### src/rtl/timer_pkg.sv
// Shared definitions for the timer counter control block: FSM encoding and default width.
package timer_pkg;

    typedef enum logic [1:0] {
        IDLE  = 2'b00,
        LOAD  = 2'b01,
        COUNT = 2'b10
    } state_t;

    localparam int unsigned CNT_W_DEFAULT = 8;

endpackage

### src/rtl/edge_det.sv
// Rising-edge detector for a pclk-synchronous input; rise is high for one pclk cycle per edge.
module edge_det (
    input  logic pclk,
    input  logic presetn,
    input  logic d,
    output logic rise
);

    logic d_q;

    always_ff @(posedge pclk or negedge presetn) begin
        if (!presetn) begin
            d_q <= 1'b0;
        end else begin
            d_q <= d;
        end
    end

    assign rise = d & ~d_q;

endmodule

### src/rtl/timer_cnt_ctrl.sv
// Up/down timer counter with load, sticky wrap flags and a registered interrupt.
module timer_cnt_ctrl
    import timer_pkg::*;
#(
    parameter int unsigned CNT_W = CNT_W_DEFAULT
) (
    input  logic             pclk,
    input  logic             presetn,
    input  logic             clk_in,
    input  logic             en,
    input  logic             load,
    input  logic             up_dn,
    input  logic [CNT_W-1:0] tdr,
    input  logic             ovf_clr,
    input  logic             udf_clr,
    input  logic             ovf_ie,
    input  logic             udf_ie,
    output logic [CNT_W-1:0] cnt,
    output logic             tick,
    output logic             ovf,
    output logic             udf,
    output logic             busy,
    output logic             tmr_int
);

    localparam logic [CNT_W-1:0] ONE = CNT_W'(1);

    state_t state;
    logic   count_ev;
    logic   wrap_up;
    logic   wrap_dn;

    edge_det u_edge_det (
        .pclk    (pclk),
        .presetn (presetn),
        .d       (clk_in),
        .rise    (tick)
    );

    // A tick only advances the counter when COUNT is held (en=1) and no load competes.
    always_comb begin
        count_ev = 1'b0;
        wrap_up  = 1'b0;
        wrap_dn  = 1'b0;
        if (state == COUNT && en && !load && tick) begin
            count_ev = 1'b1;
            wrap_up  = up_dn  && (cnt == '1);
            wrap_dn  = !up_dn && (cnt == '0);
        end
    end

    always_ff @(posedge pclk or negedge presetn) begin
        if (!presetn) begin
            state   <= IDLE;
            cnt     <= '0;
            ovf     <= 1'b0;
            udf     <= 1'b0;
            tmr_int <= 1'b0;
        end else begin
            if (load) begin
                state <= LOAD;
                cnt   <= tdr;
            end else begin
                case (state)
                    IDLE:    state <= en ? COUNT : IDLE;
                    LOAD:    state <= en ? COUNT : IDLE;
                    COUNT: begin
                        if (!en) begin
                            state <= IDLE;
                        end else if (count_ev) begin
                            cnt <= up_dn ? cnt + ONE : cnt - ONE;
                        end
                    end
                    default: state <= IDLE;
                endcase
            end

            // Set beats a simultaneous clear.
            ovf     <= wrap_up | (ovf & ~ovf_clr);
            udf     <= wrap_dn | (udf & ~udf_clr);
            tmr_int <= (ovf & ovf_ie) | (udf & udf_ie);
        end
    end

    assign busy = (state == COUNT);

endmodule

### config.mk
export PLATFORM = sky130hd
export DESIGN_NAME = timer_cnt_ctrl
export DESIGN_NICKNAME = d
export VERILOG_FILES = /design/src/rtl/timer_pkg.sv /design/src/rtl/edge_det.sv /design/src/rtl/timer_cnt_ctrl.sv
export SDC_FILE = /design/constraint.sdc
export NUM_CORES = 1
export LEC_CHECK = 0
export BUFFER_PORTS_ARGS = -buffer_cell sky130_fd_sc_hd__buf_2
export CAP_MARGIN = 20
export CORE_MARGIN = 2
export CORE_UTILIZATION = 52
export DETAILED_ROUTE_END_ITERATION = 7
export GPL_ROUTABILITY_DRIVEN = 0
export GPL_TIMING_DRIVEN = 0
export PLACE_DENSITY_LB_ADDON = 0.1
export SLEW_MARGIN = 10
export SYNTH_ARGS = -nofsm -noshare
export SYNTH_HDL_FRONTEND = slang
export SYNTH_SLANG_ARGS = --single-unit
### constraint.sdc
create_clock -name pclk -period 3.85 [get_ports pclk]
set_input_delay 0.1925 -clock pclk [delete_from_list [all_inputs] [get_ports pclk]]
set_output_delay 0.1925 -clock pclk [all_outputs]
set_load 0.005 [all_outputs]
==> flow_metrics.env, run 1 <==
export IMPL_period_share_pct=47.81
export IMPL_stdcell_count=149
export IMPL_finalHoldViolCount=0
export IMPL_synth_cell_type_count=31
export IMPL_num_rows=15
export IMPL_start_util_pct=53.78
export IMPL_dpl_cell_count=144
export IMPL_worst_pin_slew_ns=0.3857
export IMPL_via_per_inst=5.604
export IMPL_cpMaxStageDelayCell="dfrtp_1"
export IMPL_yosys_register_bits=14
export IMPL_skew_ns=0.008966
export IMPL_fin_setup_tns_ns=0
export IMPL_pwr_share_clk_pct=28.3
export IMPL_vias=835
export IMPL_clockRootBuffer="clkbuf_4"
export IMPL_hold_start="clk_in"
export IMPL_fmax_ghz=0.5432
export IMPL_cp_common_cell="a21o_1"
export IMPL_die_area_sq_um=2076
export IMPL_hold_path_class="input pin to flop"
export IMPL_crit_fanout=5
export IMPL_synthCells=97
export IMPL_grt_usage_pct=21.59
export IMPL_syn_nets=122
export IMPL_cts_buffer_depth=2
export IMPL_ys_flop_type="dfrtp_1"
export IMPL_multi_input_area_sq_um=516.7
export IMPL_synth_async_reset_ratio_pct=100.0
export IMPL_core_area_sq_um=1670
export IMPL_synth_edff_count=0
export IMPL_startpoint_type="flop"
export IMPL_slew_headroom_pct=74.28
export IMPL_whs_ns=0.01520
export IMPL_cp_end_kind="flop"
export IMPL_synth_warnings=0
export IMPL_netlist_area_sq_um=898.4
export IMPL_grt_most_used_layer="met2"
export IMPL_cts_buffers=3
export IMPL_met2_usage_pct=34.08
export IMPL_critPathTopFamily="compound AO/OA/AOI/OAI gates"
export IMPL_post_cts_buffers=0
export IMPL_period_needed_ns=1.841
export IMPL_reg2regPathDepth=6
export IMPL_p_leak_nw=0.5686
export IMPL_combPwrFrac_pct=26.6
export IMPL_grt_pass1_vias=722
export IMPL_clk_latency_ns=0.29
export IMPL_ir_drop_uv=169.4
export IMPL_holdPathStages=1
export IMPL_crit_buf_inv=0
export IMPL_grt_max_degree=15
export IMPL_die_w_um=45.57
export IMPL_p_switching_mw=0.1176
export IMPL_crit_start="cnt[4]"
export IMPL_clkSlewWorstSetupHoldPaths_ns=0.09
export IMPL_port_buffers=30
export IMPL_drive_gt1_share_pct=28.03
export IMPL_wl_per_cell_um=13.35
export IMPL_p_seq_share_pct=45.1
export IMPL_gr_usage_met3_pct=1.190
export IMPL_cp_cell_sequence="ha_1 -> a21o_1 -> a21o_1 -> a221o_1 -> o21bai_1 -> nand4_1"
export IMPL_die_height_um=45.57
export IMPL_drt_first_pass_iters=4
export IMPL_cts_max_level=1
export IMPL_drt_iter0_drc=12
export IMPL_fill_cells=138
export IMPL_grt_overflow=0
export IMPL_synth_seq_area_share_pct=39.00
export IMPL_seqCellArea_sq_um=350.3
export IMPL_io_pins=31
export IMPL_crit_arrival_ns=2.07
export IMPL_antenna_cells=0
export IMPL_wl_um=1989
export IMPL_cellPowerDensity_nw_per_um2=343.6
export IMPL_whs_endpoint="u_edge_det.d_q"
export IMPL_remaining_drc_errors=0
export IMPL_cts_num_sinks=14
export IMPL_setup_viol=0
export IMPL_p_sw_share_pct=30.66
export IMPL_max_cap_viol_count=0
export IMPL_avgSynthCellArea_sq_um=9.261
export IMPL_rr_startpoint="cnt[4]"
export IMPL_critPathKind="flop to flop"
export IMPL_met1_usage_pct=28.33
export IMPL_fin_nets=158
export IMPL_rsz0062_at_grt="false"
export IMPL_crit_required_ns=4.08
export IMPL_p_int_mw=0.2659
export IMPL_maxSlewViolCount=0
export IMPL_reg2reg_slack_ns=2.01
export IMPL_r2r_end="cnt[7]"
export IMPL_area_growth_synth_to_final_pct=24.23
export IMPL_cts_tree="built"
export IMPL_max_stage_delay_ns=0.45
export IMPL_antenna_found_initial=0
export IMPL_status="completed"
export IMPL_ant_nets=0
export IMPL_place_hpwl_um=1528
export IMPL_grt_pass1_wl_um=3146
[cell families after synthesis]
logic type / share of synthesized area [%]
mux: 2.229
buf+inv: 3.481
compound gates: 21.03
simple gates: 18.80
fa+ha+maj: 10.58
xor+xnor: 4.876
flops: 39.00
[sequential cells by signal, indices dropped and copies added (netlist names)]
register and flops:
u_edge_det.d_q 1, state 2, cnt 8, tmr_int 1, udf 1, ovf 1
[cell usage after synthesis, types with 3 or more instances]
cell / n / share of area (%)
nand2_1: 8 / 3.3
nor2_1: 4 / 1.7
inv_1: 4 / 1.7
a21oi_1: 7 / 3.9
ha_1: 6 / 8.4
xnor2_1: 3 / 2.9
dfrtp_1: 14 / 39
nand4_1: 3 / 2.1
clkbuf_1: 3 / 1.3
o21ai_1: 8 / 4.5
nor4_1: 3 / 2.1
a21o_1: 4 / 3.3
[repair_timing]
item / in CTS / in global routing
resized for setup: 0 / 0
hold buffers: 1 / 0
endpoints found under the hold margin: 14 / 0
setup endpoints to repair: 0 / 0
[worst max-delay path by stage]
stage / slack (ns) / to / cells after the start
final: 2.01 / cnt[7] / 6
after global routing: 1.93 / cnt[6] / 6
after CTS: 2.01 / cnt[7] / 6
after detailed placement: 1.86 / cnt[7] / 8
after global placement: 1.90 / cnt[7] / 8
after floorplan: 2.14 / cnt[7] / 6
[per-stage QoR]
step	utilization, %	worst slack, ns	cell area, sq um	total power, mW
floorplan	-	2.136	898.4	0.2397
detailed placement	64.04	1.862	1070	0.2773
global placement	64.04	1.897	1070	0.2730
global route	66.82	1.927	1116	0.4052
finish	66.82	2.009	1116	0.3834
CTS	66.82	2.014	1116	0.3858
[power groups by stage]
| stage | logic [mW] | clock network, mW | registers [mW] |
|---|---|---|---|
| global placement | 0.0982 | 0 | 0.175 |
| detailed placement | 0.102 | 0 | 0.176 |
| CTS | 0.103 | 0.111 | 0.173 |
| finish | 0.102 | 0.109 | 0.173 |
| global route | 0.115 | 0.115 | 0.175 |
| floorplan | 0.0670 | 0 | 0.173 |
[layout by cell type (no fill, tap or decap), types with 2 or more instances in the layout]
cell	count
buf_2	31
clkbuf_1	3
nor4_1	3
o21ai_1	8
nand4_1	3
nand2_1	8
clkbuf_4	3
ha_1	6
nor2b_1	2
xnor2_1	3
dfrtp_1	14
o22ai_1	2
o21ai_0	2
a21oi_1	7
a21o_1	4
nor3_1	2
a211oi_1	2
o21bai_1	2
inv_1	4
nand3_1	2
nor3b_1	2
mux2i_1	2
and3b_1	2
xor2_1	2
nor2_1	4
[metal layers]
metal  wire [um]  up-vias  share of wire, %
li1            -      427                 -
met1         920      377                46
met2         910       26                46
met3         107        5               5.4
met4          51        0               2.6
met5           0        -                 0
[final cells by class]
type	instances	share of cell area, %
clock buffers	4	3.251
multi-input cells	75	46.30
plain buffers	4	1.457
well taps	17	1.906
repair buffers	31	14.35
inverters	4	1.345
flip-flops and latches	14	31.39
Note: power is estimated with default switching activity, not from simulation.
==> run 2, diff against run 1 <==
--- a/config.mk
+++ b/config.mk
@@ -8,7 +8,7 @@
 export BUFFER_PORTS_ARGS = -buffer_cell sky130_fd_sc_hd__buf_2
 export CAP_MARGIN = 20
 export CORE_MARGIN = 2
-export CORE_UTILIZATION = 52
+export CORE_UTILIZATION = 44
 export DETAILED_ROUTE_END_ITERATION = 7
 export GPL_ROUTABILITY_DRIVEN = 0
 export GPL_TIMING_DRIVEN = 0
==> constraint.sdc (replaced) <==
create_clock -name pclk -period 1.6 [get_ports pclk]
set_input_delay 0.08 -clock pclk [delete_from_list [all_inputs] [get_ports pclk]]
set_output_delay 0.08 -clock pclk [all_outputs]
set_load 0.005 [all_outputs]
==> run 2 against run 1 <==
Against the previous run:
- the flow now finishes with violations (setup timing)
- utilization is 2.1 points lower
- fmax increased by 11%
- sequential power up 140%
- die area rose by 17%
- critical path depth up 1
- flip-flop and latch count unchanged
- global-route usage shrank 0.73 points
- critical endpoint is now cnt[4]
==> flow_metrics.env, run 2 (same netlist as run 1, synthesis figures left out) <==
export IMPL_pwr_share_clk_pct=22.0
export IMPL_cts_buffers=3
export IMPL_p_int_mw=0.6448
export IMPL_grt_max_degree=15
export IMPL_ant_nets=0
export IMPL_preCtsSetupSlack_ns=-0.2301
export IMPL_ir_drop_uv=429.0
export IMPL_maxSlewViolCount=0
export IMPL_top_register="cnt"
export IMPL_crit_start="cnt[1]"
export IMPL_die_height_um=49.19
export IMPL_hold_path_class="input pin to flop"
export IMPL_grt_pass1_wl_um=3801
export IMPL_drt_first_pass_iters=4
export IMPL_cp_cell_sequence="fa_2 -> a21o_1 -> a21oi_2 -> buf_4 -> xnor2_1 -> mux2i_1 -> o21ai_1"
export IMPL_max_stage_delay_ns=0.46
export IMPL_wl_per_cell_um=13.19
export IMPL_p_switching_mw=0.2889
export IMPL_via_per_inst=5.211
export IMPL_cellPowerDensity_nw_per_um2=743.3
export IMPL_period_needed_ns=1.661
export IMPL_reg2regPathDepth=7
export IMPL_rsz0062_at_grt="true"
export IMPL_grt_overflow=0
export IMPL_grt_pass1_vias=858
export IMPL_p_leak_nw=0.6140
export IMPL_start_util_pct=46.26
export IMPL_drive_gt1_share_pct=37.50
export IMPL_die_area_sq_um=2419
export IMPL_crit_arrival_ns=1.86
export IMPL_grt_usage_pct=20.86
export IMPL_worst_pin_slew_ns=0.4467
export IMPL_combPwrFrac_pct=33.9
export IMPL_skew_ns=0.009099
export IMPL_mostFrequentLayoutCell="buf_2"
export IMPL_wl_um=2255
export IMPL_crit_fanout=4
export IMPL_cpMaxStageDelayCell="dfrtp_2"
export IMPL_max_cap_viol_count=0
export IMPL_clockRootBuffer="clkbuf_4"
export IMPL_io_pins=31
export IMPL_clkSlewWorstSetupHoldPaths_ns=0.08
export IMPL_p_seq_share_pct=44.1
export IMPL_largest_reg_flops=8
export IMPL_die_w_um=49.19
export IMPL_area_growth_synth_to_final_pct=39.83
export IMPL_r2r_end="cnt[4]"
export IMPL_clk_latency_ns=0.28
export IMPL_holdPathStages=3
export IMPL_cts_tree="built"
export IMPL_fmax_ghz=0.6021
export IMPL_core_area_sq_um=1942
export IMPL_antenna_found_initial=0
export IMPL_whs_ns=0.007342
export IMPL_cts_buffer_depth=2
export IMPL_critPathKind="flop to flop"
export IMPL_setup_viol=3
export IMPL_rr_startpoint="cnt[1]"
export IMPL_period_share_pct=103.8
export IMPL_failed_checks="setup timing"
export IMPL_antenna_cells=0
export IMPL_drt_iter0_drc=10
export IMPL_fin_nets=170
export IMPL_cts_num_sinks=14
export IMPL_vias=891
export IMPL_reg2reg_slack_ns=-0.06
export IMPL_reg_top3="cnt x8, state x2"
export IMPL_crit_required_ns=1.80
export IMPL_finalHoldViolCount=0
export IMPL_cp_end_kind="flop"
export IMPL_status="complete, but fails checks"
export IMPL_cp_endpoint="cnt[4]"
export IMPL_remaining_drc_errors=0
export IMPL_place_hpwl_um=1553
export IMPL_port_buffers=30
export IMPL_num_rows=16
export IMPL_p_sw_share_pct=30.94
export IMPL_final_cell_mix="buf_2, dfrtp_1, buf_4, nand2_1, o21ai_1"
export IMPL_startpoint_type="flop"
export IMPL_cts_max_level=1
export IMPL_fin_ws_ns=-0.06079
export IMPL_slew_headroom_pct=70.19
run 2: cell types whose count changed in the layout (fill, tap and decap cells not counted), moves of 2 or more:
| cell | previous run | this run |
|---|---|---|
| buf_4 | 0 | 9 |
| ha_4 | 0 | 2 |
| dfrtp_1 | 14 | 10 |
| dfrtp_2 | 0 | 4 |
| ha_1 | 6 | 4 |
| dlygate4sd3_1 | 1 | 4 |
run 2: repair_timing:
action | CTS | global route
setup endpoints to repair | 4 | 4
buffers inserted | 6 | 3
pin swaps | 8 | 3
hold buffers | 4 | 0
hold endpoints to repair | 17 | 0
gates resized for setup | 5 | 2
run 2: area by class of cell:
class                      instances  area, sq um
buffer                             4        16.27
clock buffer                       4        26.28
fill                             180        685.7
inverter                           4        15.01
multi-input combinational         75        551.8
sequential                        14        355.3
tap                               27        33.78
timing repair buffer              43        257.7
run 2: power groups by stage:
stage,sequential [mW],combinational (mW),clock [mW]
floorplan,0.417,0.169,0
global placement,0.422,0.247,0
detailed placement,0.423,0.255,0
CTS,0.411,0.298,0.204
global route,0.416,0.352,0.225
finish,0.412,0.316,0.206
run 2: worst max-delay path: cells and delay by family, from the launching register on:
| kind | cells | cell delay, ns |
|---|---|---|
| DFF | 1 | 0.46 |
| muxes | 1 | 0.09 |
| adders and majority gates | 1 | 0.35 |
| buffers and inverters | 1 | 0.13 |
| AOI/OAI and AO/OA | 3 | 0.44 |
| xor gates and xnor gates | 1 | 0.11 |
run 2: through the flow:
step	cell area [sq um]	TNS, ns	cells	total power, mW	utilization (%)
6_report	1256	-0.1448	171	0.9338	64.69
5_1_grt	1256	-0.5453	171	0.9935	64.69
4_1_cts	1229	-0.1270	168	0.9133	63.27
3_5_place_dp	1100	-0.7862	154	0.6780	56.64
3_3_place_gp	1100	-0.6258	154	0.6697	56.64
2_1_floorplan	915.9	-0.02507	97	0.5862	-
run 2: worst min-delay path by stage:
stage | from | to | slack [ns]
global route | tdr[3] | cnt[3] | 0.006
floorplan | presetn | cnt[0] | -0.22
detailed placement | presetn | tmr_int | -0.02
CTS | tdr[1] | cnt[1] | 0.01
global placement | presetn | tmr_int | -0.01
finish | tdr[1] | cnt[1] | 0.007
run 2: layer usage:
metal	track usage (%)	wire length (um)	vias up
met1	26.82	1053	411
met2	34.68	1049	26
met3	2.454	104	5
met4	10.00	47	0
li1	-	-	449
met5	0	0	-
